$ cat config.mk
export PLATFORM = sky130hd
export DESIGN_NAME = cpu_debug_ctrl
export DESIGN_NICKNAME = d
export VERILOG_FILES = /design/src/rtl/cpu_debug_ctrl.sv
export SDC_FILE = /design/constraint.sdc
export NUM_CORES = 1
export LEC_CHECK = 0
export CORE_MARGIN = 4
export CORE_UTILIZATION = 54
export CTS_CLUSTER_SIZE = 30
export DETAILED_ROUTE_END_ITERATION = 10
export PLACE_DENSITY = 0.86
export SETUP_SLACK_MARGIN = 0.02
export SLEW_MARGIN = 5
export SYNTH_ARGS = -nofsm -noshare
export SYNTH_HDL_FRONTEND = slang
export SYNTH_SLANG_ARGS = --single-unit
$ cat constraint.sdc
create_clock -name clk -period 2.8 [get_ports clk]
set_input_delay 0.56 -clock clk [delete_from_list [all_inputs] [get_ports clk]]
set_output_delay 0.56 -clock clk [all_outputs]
set_load 0.01 [all_outputs]
$ cat src/rtl/cpu_debug_ctrl.sv
// cpu_debug_ctrl: conditions the four active-low board buttons and drives
// run/halt, single-instruction step, soft CPU reset and the register-display
// select into the 6502 core.
module cpu_debug_ctrl #(
  parameter int unsigned DEBOUNCE_CYCLES = 50000,
  parameter int unsigned CNT_W           = 16,
  parameter int unsigned RST_CYCLES      = 16,
  parameter bit          START_RUN       = 1'b1
) (
  input  logic       clk,
  input  logic       reset,
  input  logic [3:0] btn_n,
  input  logic       cpu_sync,
  output logic       cpu_en,
  output logic       cpu_rst,
  output logic [1:0] disp_sel,
  output logic       halted,
  output logic [3:0] btn_db
);

  localparam int unsigned       RC_W     = $clog2(RST_CYCLES + 1);
  localparam logic [CNT_W-1:0]  DB_LAST  = CNT_W'(DEBOUNCE_CYCLES - 1);
  localparam logic [RC_W-1:0]   RST_LOAD = RC_W'(RST_CYCLES);

  typedef enum logic [1:0] {
    ST_RUN       = 2'd0,
    ST_HALT_PEND = 2'd1,
    ST_HALTED    = 2'd2,
    ST_STEP      = 2'd3
  } state_e;

  localparam state_e ST_START = START_RUN ? ST_RUN : ST_HALTED;

  // Button conditioning state
  logic [3:0]       sync1_q, sync1_d;
  logic [3:0]       sync2_q, sync2_d;
  logic [3:0]       pressed_s;
  logic [3:0]       db_q, db_d;
  logic [3:0]       evt_q, evt_d;
  logic [CNT_W-1:0] cnt_q [4];
  logic [CNT_W-1:0] cnt_d [4];

  // Core control state
  state_e           state_q, state_d;
  logic             step_flag_q, step_flag_d;
  logic [RC_W-1:0]  rst_cnt_q, rst_cnt_d;
  logic             cpu_rst_q, cpu_rst_d;
  logic [1:0]       disp_sel_q, disp_sel_d;
  logic             halted_q, halted_d;

  // Synchroniser chain: the raw pins are asynchronous to clk.
  always_comb begin
    sync1_d   = btn_n;
    sync2_d   = sync1_q;
    pressed_s = ~sync2_q;
  end

  // Per-button debounce: a level change is accepted only after DEBOUNCE_CYCLES
  // consecutive disagreeing samples; only the press edge produces an event.
  always_comb begin
    db_d = db_q;
    for (int i = 0; i < 4; i++) begin
      cnt_d[i] = cnt_q[i];
      if (pressed_s[i] == db_q[i]) begin
        cnt_d[i] = {CNT_W{1'b0}};
      end else if (cnt_q[i] == DB_LAST) begin
        cnt_d[i] = {CNT_W{1'b0}};
        db_d[i]  = ~db_q[i];
      end else begin
        cnt_d[i] = cnt_q[i] + CNT_W'(1);
      end
    end
    evt_d = db_d & ~db_q;
  end

  // Core clock-enable: in HALT_PEND and STEP the core is frozen on the
  // opcode-fetch cycle so the fetched instruction is not executed.
  always_comb begin
    cpu_en = 1'b0;
    case (state_q)
      ST_RUN:       cpu_en = 1'b1;
      ST_HALT_PEND: cpu_en = ~cpu_sync;
      ST_HALTED:    cpu_en = 1'b0;
      ST_STEP:      cpu_en = ~(cpu_sync & step_flag_q);
      default:      cpu_en = 1'b0;
    endcase
  end

  // Run/halt/step sequencing; a soft-reset event overrides the other buttons.
  always_comb begin
    state_d     = state_q;
    step_flag_d = step_flag_q;
    if (evt_q[3]) begin
      state_d     = ST_START;
      step_flag_d = 1'b0;
    end else begin
      case (state_q)
        ST_RUN: begin
          if (evt_q[0]) begin
            state_d = ST_HALT_PEND;
          end else begin
            state_d = ST_RUN;
          end
        end
        ST_HALT_PEND: begin
          if (cpu_sync) begin
            state_d = ST_HALTED;
          end else begin
            state_d = ST_HALT_PEND;
          end
        end
        ST_HALTED: begin
          step_flag_d = 1'b0;
          if (evt_q[0]) begin
            state_d = ST_RUN;
          end else if (evt_q[1]) begin
            state_d = ST_STEP;
          end else begin
            state_d = ST_HALTED;
          end
        end
        ST_STEP: begin
          // The flag marks that the core has left the starting fetch cycle,
          // so the next fetch belongs to the following instruction.
          if (cpu_en && !cpu_sync) begin
            step_flag_d = 1'b1;
          end else begin
            step_flag_d = step_flag_q;
          end
          if (cpu_sync && step_flag_q) begin
            state_d = ST_HALTED;
          end else begin
            state_d = ST_STEP;
          end
        end
        default: begin
          state_d     = ST_START;
          step_flag_d = 1'b0;
        end
      endcase
    end
  end

  // Display select, soft-reset pulse counter and registered status outputs.
  always_comb begin
    if (evt_q[2]) begin
      disp_sel_d = disp_sel_q + 2'd1;
    end else begin
      disp_sel_d = disp_sel_q;
    end
    if (evt_q[3]) begin
      rst_cnt_d = RST_LOAD;
    end else if (rst_cnt_q != {RC_W{1'b0}}) begin
      rst_cnt_d = rst_cnt_q - RC_W'(1);
    end else begin
      rst_cnt_d = rst_cnt_q;
    end
    cpu_rst_d = (rst_cnt_d != {RC_W{1'b0}});
    halted_d  = (state_d == ST_HALTED);
  end

  // State registers, all cleared asynchronously to their idle values.
  always_ff @(posedge clk or posedge reset) begin
    if (reset) begin
      sync1_q     <= 4'hF;
      sync2_q     <= 4'hF;
      db_q        <= 4'h0;
      evt_q       <= 4'h0;
      for (int i = 0; i < 4; i++) begin
        cnt_q[i] <= {CNT_W{1'b0}};
      end
      state_q     <= ST_START;
      step_flag_q <= 1'b0;
      rst_cnt_q   <= {RC_W{1'b0}};
      cpu_rst_q   <= 1'b0;
      disp_sel_q  <= 2'd0;
      halted_q    <= (ST_START == ST_HALTED);
    end else begin
      sync1_q     <= sync1_d;
      sync2_q     <= sync2_d;
      db_q        <= db_d;
      evt_q       <= evt_d;
      for (int i = 0; i < 4; i++) begin
        cnt_q[i] <= cnt_d[i];
      end
      state_q     <= state_d;
      step_flag_q <= step_flag_d;
      rst_cnt_q   <= rst_cnt_d;
      cpu_rst_q   <= cpu_rst_d;
      disp_sel_q  <= disp_sel_d;
      halted_q    <= halted_d;
    end
  end

  assign cpu_rst  = cpu_rst_q;
  assign disp_sel = disp_sel_q;
  assign halted   = halted_q;
  assign btn_db   = db_q;

endmodule

# After elaboration in Yosys (flattened, before gate mapping)
# Cells that the tools add are included.
# totals
register_bits,92
wordCells,80
# classes
add_sub_neg,6
eq_ne,13
mux,29
n_bitwise,10
n_reduce_logical,8
# ops
operator,count
$mux W16,8
$add A16 B1 Y16 const B,4
$eq A16 B16 Y1 const B,4
$mux W1,13
$mux W5,2
$reduce_bool A5 Y1,2
$not A4 Y4,2
$pmux W2 S4,1
$eq A2 B2 Y1 const B,3
$mux W2,3
$not A1 Y1,6
$sub A5 B1 Y5 const B,1
$and A4 B4 Y4,1
$eq A1 B1 Y1,4
$pmux W1 S4,1
$ne A3 B3 Y1 const B,1
$reduce_bool A3 Y1,1
$add A2 B1 Y2 const B,1
$eq A2 B1 Y1 const B,1
$logic_and A1 B1 Y1,2
$logic_not A2 Y1,1
$pmux W1 S2,1
$reduce_and A2 Y1,1
$and A1 B1 Y1,1
$logic_not A1 Y1,1

# Logic depth before layout (Yosys ltp)
# logic_depth
depth_word,7
ltp_mapped,6
mapped_depth_nobuf,6

# Worst setup path before layout
# No wires, ideal clock.
# synth_timing
kind,register to register
from,register rst_cnt_q[0]
to,register cpu_rst_q (netlist: cpu_rst)
setup_ns,0.133
arrival_ns,1.639
required_time_ns,2.667
setup_slack_ns,1.028
stages_incl_launch_ff,7
period_less_slack_ns,1.772
cell_sequence,dfrtp_1 -> inv_1 -> ha_1 -> nor4b_1 -> or2_2 -> a21oi_1 -> nand4bb_1
# synth_between
elab_chain_cells,4
word_cells_on_any_way,5
# synth_lines
element,line_no,source
from (decl),46,"logic [RC_W-1:0] rst_cnt_q, rst_cnt_d;"
from (signal assigned),174,rst_cnt_q <= {RC_W{1'b0}};
from (signal assigned),188,rst_cnt_q <= rst_cnt_d;
$sub A5 B1 Y5 / $reduce_bool A5 Y1 (equally long branches),"154, 153",
$mux W5 *,153,end else if (rst_cnt_q != {RC_W{1'b0}}) begin
$mux W5 *,151,if (evt_q[3]) begin
named net rst_cnt_d[1],46,
$reduce_bool A5 Y1 *,158,cpu_rst_d = (rst_cnt_d != {RC_W{1'b0}});
named net cpu_rst_d,47,"logic cpu_rst_q, cpu_rst_d;"
to (signal assigned),189,cpu_rst_q <= cpu_rst_d;
to (decl),47,
# The timed path passes the listed nets; every way through them passes the cells marked *.
# A chain may end at the register's enable or synchronous reset.

# Worst setup path after layout
# layout_timing
from,input port cpu_sync
to,output port cpu_en
# layout_between
elab_chain_cells,3
word_cells_on_any_way,4
# layout_lines
element,line_no,source
from (decl),13,"input logic cpu_sync,"
$and A1 B1 Y1,84,ST_STEP: cpu_en = ~(cpu_sync & step_flag_q);
$not A1 Y1,84,
$pmux W1 S4 *,80,case (state_q)
to (decl),14,"output logic cpu_en,"
# Every way passes the cells marked *; elsewhere a longest branch is shown, timed or not.

==> results.tsv <==
metric	value	unit
Slew headroom	45.78	%
synthesized net count	417	
Vias	2989	
Initial Util	56.59	%
post-route cell area	4647	sq um
CTS Buffer Depth	2	
startpoint types	input port	
Port Buffers	15	
fill cell count	581	
Distinct cells, synth	31	
leakage	1.876	nW
hold slack	0.3582	ns
mapped cell area	4170	sq um
Critical Path AT	1.84	ns
critical path's slowest cell	clkdlybuf4s50_1	
clock latency on the worst-skew pair	0.36	ns
commonest non-fill, non-tap cell in the layout	dfrtp_1	
Global Route Usage Sum	18.71	%
critical path, cell by cell	clkdlybuf4s50_1 > o21ai_0 > nand2_1 > o21ai_0 > clkdlybuf4s50_1	
dpl ws	0.3990	ns
final hold vios	0	
H-tree levels	3	
commonest non-fill, non-tap cells in the layout	dfrtp_1 (84), nor2_1 (71), xnor2_1 (49)	
CTS root buf	clkbuf_8	
drt first pass iters	4	
first-pass GRT wire length	13390	um
I/O pin total	16	
FMAX	0.4175	GHz
final setup vio count	0	
CP startpoint	cpu_sync	
Placed Cells	515	
Yosys warning count	0	
VDD IR-drop max	0.0002484	V
core area	7370	sq um
Slew Viols, Final	0	
synthesized area per cell	10.30	sq um
CTS buffer count	9	
post-route ant nets	0	
Total Power	2.336	mW
Synth Register Bits	92	
Total Wirelength	7436	um
crit share post-route	85.54	%
Layout Area Growth over Synthesis	11.43	%
site row count	31	
ant diodes	0	
Remaining DRCs	0	
largest net degree at the start of global routing	47	
pwr/cell area	502.6	nW/um^2
cell count after synthesis	405	
setup ws final	0.4049	ns
actual slew at the worst max-slew pin	0.8020	ns
gr ovfl total	0	
clock-pin slew of the registers on the worst-case setup and hold paths	0.08	ns
Die Y-Extent	95.88	um
Post-DP HPWL	5057	um
DP Area	4447	sq um
die span in x	95.88	um
post-synth top area cell	dfrtp_1	
hold crit path type	register to register	
RSZ-0062 raised after global routing	false	
largest fanout on the critical path	3	
Fin Clk Skew	0.01268	ns
CTS tree	built	
critical path required time	2.24	ns
top cells by area, synth	dfrtp_1 (50%), xnor2_1 (10%), nor2_1 (6.4%)	
hold buffers post-CTS	0	
setup tns final	0	ns
sequential fraction of the synthesis area	55.45	%
CP Capture Type	primary output	
initial antenna violation count	0	
Worst path max stage delay	0.55	ns
status	complete, no violations	
final std cells w/o fill	531	
critical path class	input port to primary output	
Routed wire per std cell	14.00	um
layout cells sized above 1	6.713	%
post_cts resized	0	
final net count	439	
DR vias/cell	5.629	
Post-CTS Setup Bufs	0	
DRT iter0 DRCs	96	
total die area	9193	sq um
final RePlAce weighted congestion	0.8728	
via count of the first global-routing pass	3047	
MaxCap Viol Count	0	
minimum clock period	2.395	ns
Synth top area share	50.41	%
HP Start	sync1_q[3]	
CTS sink count	92	
utilization after layout	63.06	%
reg-to-reg critical path startpoint	rst_cnt_q[0]	
[per-layer routing]
metal | track usage, % | part of all wire, %
met5 | 0 | 0
met4 | 6.161 | 1.5
met3 | 6.020 | 4.5
met2 | 31.79 | 50
met1 | 22.51 | 44
[final cells by class]
class	count	area [sq um]	area share, %
clock inverters	6	62.56	1.346
inverters	13	52.55	1.131
repair buffers	17	177.7	3.823
multi-input cells	294	1780	38.31
clock buffers	10	137.6	2.962
well taps	99	123.9	2.666
flip-flops and latches	92	2312	49.76
[cells in the mapped netlist, drive strengths merged]
cell type / count
clkbuf: 1
nand4: 18
buf: 5
a21oi: 7
ha: 5
nand3: 19
nor2: 71
dfrtp: 84
nand2: 27
or2: 1
xnor2: 49
or4: 1
nor4: 17
nand4bb: 1
nand2b: 3
a21o: 1
o21ai: 9
dfstp: 8
nor4bb: 8
nor3: 21
nand3b: 1
nor4b: 5
xor2: 14
and2: 2
inv: 13
o31ai: 1
nand4b: 2
and3: 6
or3: 3
and4: 2
[worst max-delay path, delay by kind of cell]
kind,cells,cell delay (ns)
compound gates,2,0.20
buf+inv,2,0.99
simple gates,1,0.09
[registers in the layout (all words and copies together), names as in the netlist, 2 cells and up]
| register | count |
|---|---|
| sync1_q | 4 |
| state_q | 2 |
| cnt_q | 64 |
| btn_db | 4 |
| rst_cnt_q | 5 |
| evt_q | 4 |
| sync2_q | 4 |
| disp_sel | 2 |
[power breakdown]
part           leakage (nW)  internal [mW]  switching [mW]
clock                 0.106          0.437           0.448
sequential             1.24           1.35          0.0193
combinational         0.533         0.0270          0.0529
total                  1.88           1.82           0.520
[logic make-up (layout without fill, tap and decap cells)]
| family | after synthesis | count (layout) | share of synthesized area, % |
|---|---|---|---|
| flip-flops | 92 | 92 | 55.45 |
| buffers and inverters | 19 | 46 | 1.860 |
| AO/OA/AOI/OAI | 18 | 18 | 2.280 |
| adder cells (fa/ha/maj) | 5 | 5 | 1.500 |
| AND/OR/NAND/NOR | 208 | 208 | 25.68 |
| XOR/XNOR | 63 | 63 | 13.23 |
[worst paths after layout]
kind	end	slack, ns	depth (start not counted)
max	cpu_en	0.40	5
min	sync2_q[3]	0.36	0
max reg2reg	cpu_rst	0.79	6
min reg2reg	sync2_q[3]	0.36	0
max in group asynchronous	sync1_q[0]	1.48	3
min in group asynchronous	cpu_rst	0.60	2
Note: power is estimated with default switching activity, not from simulation.
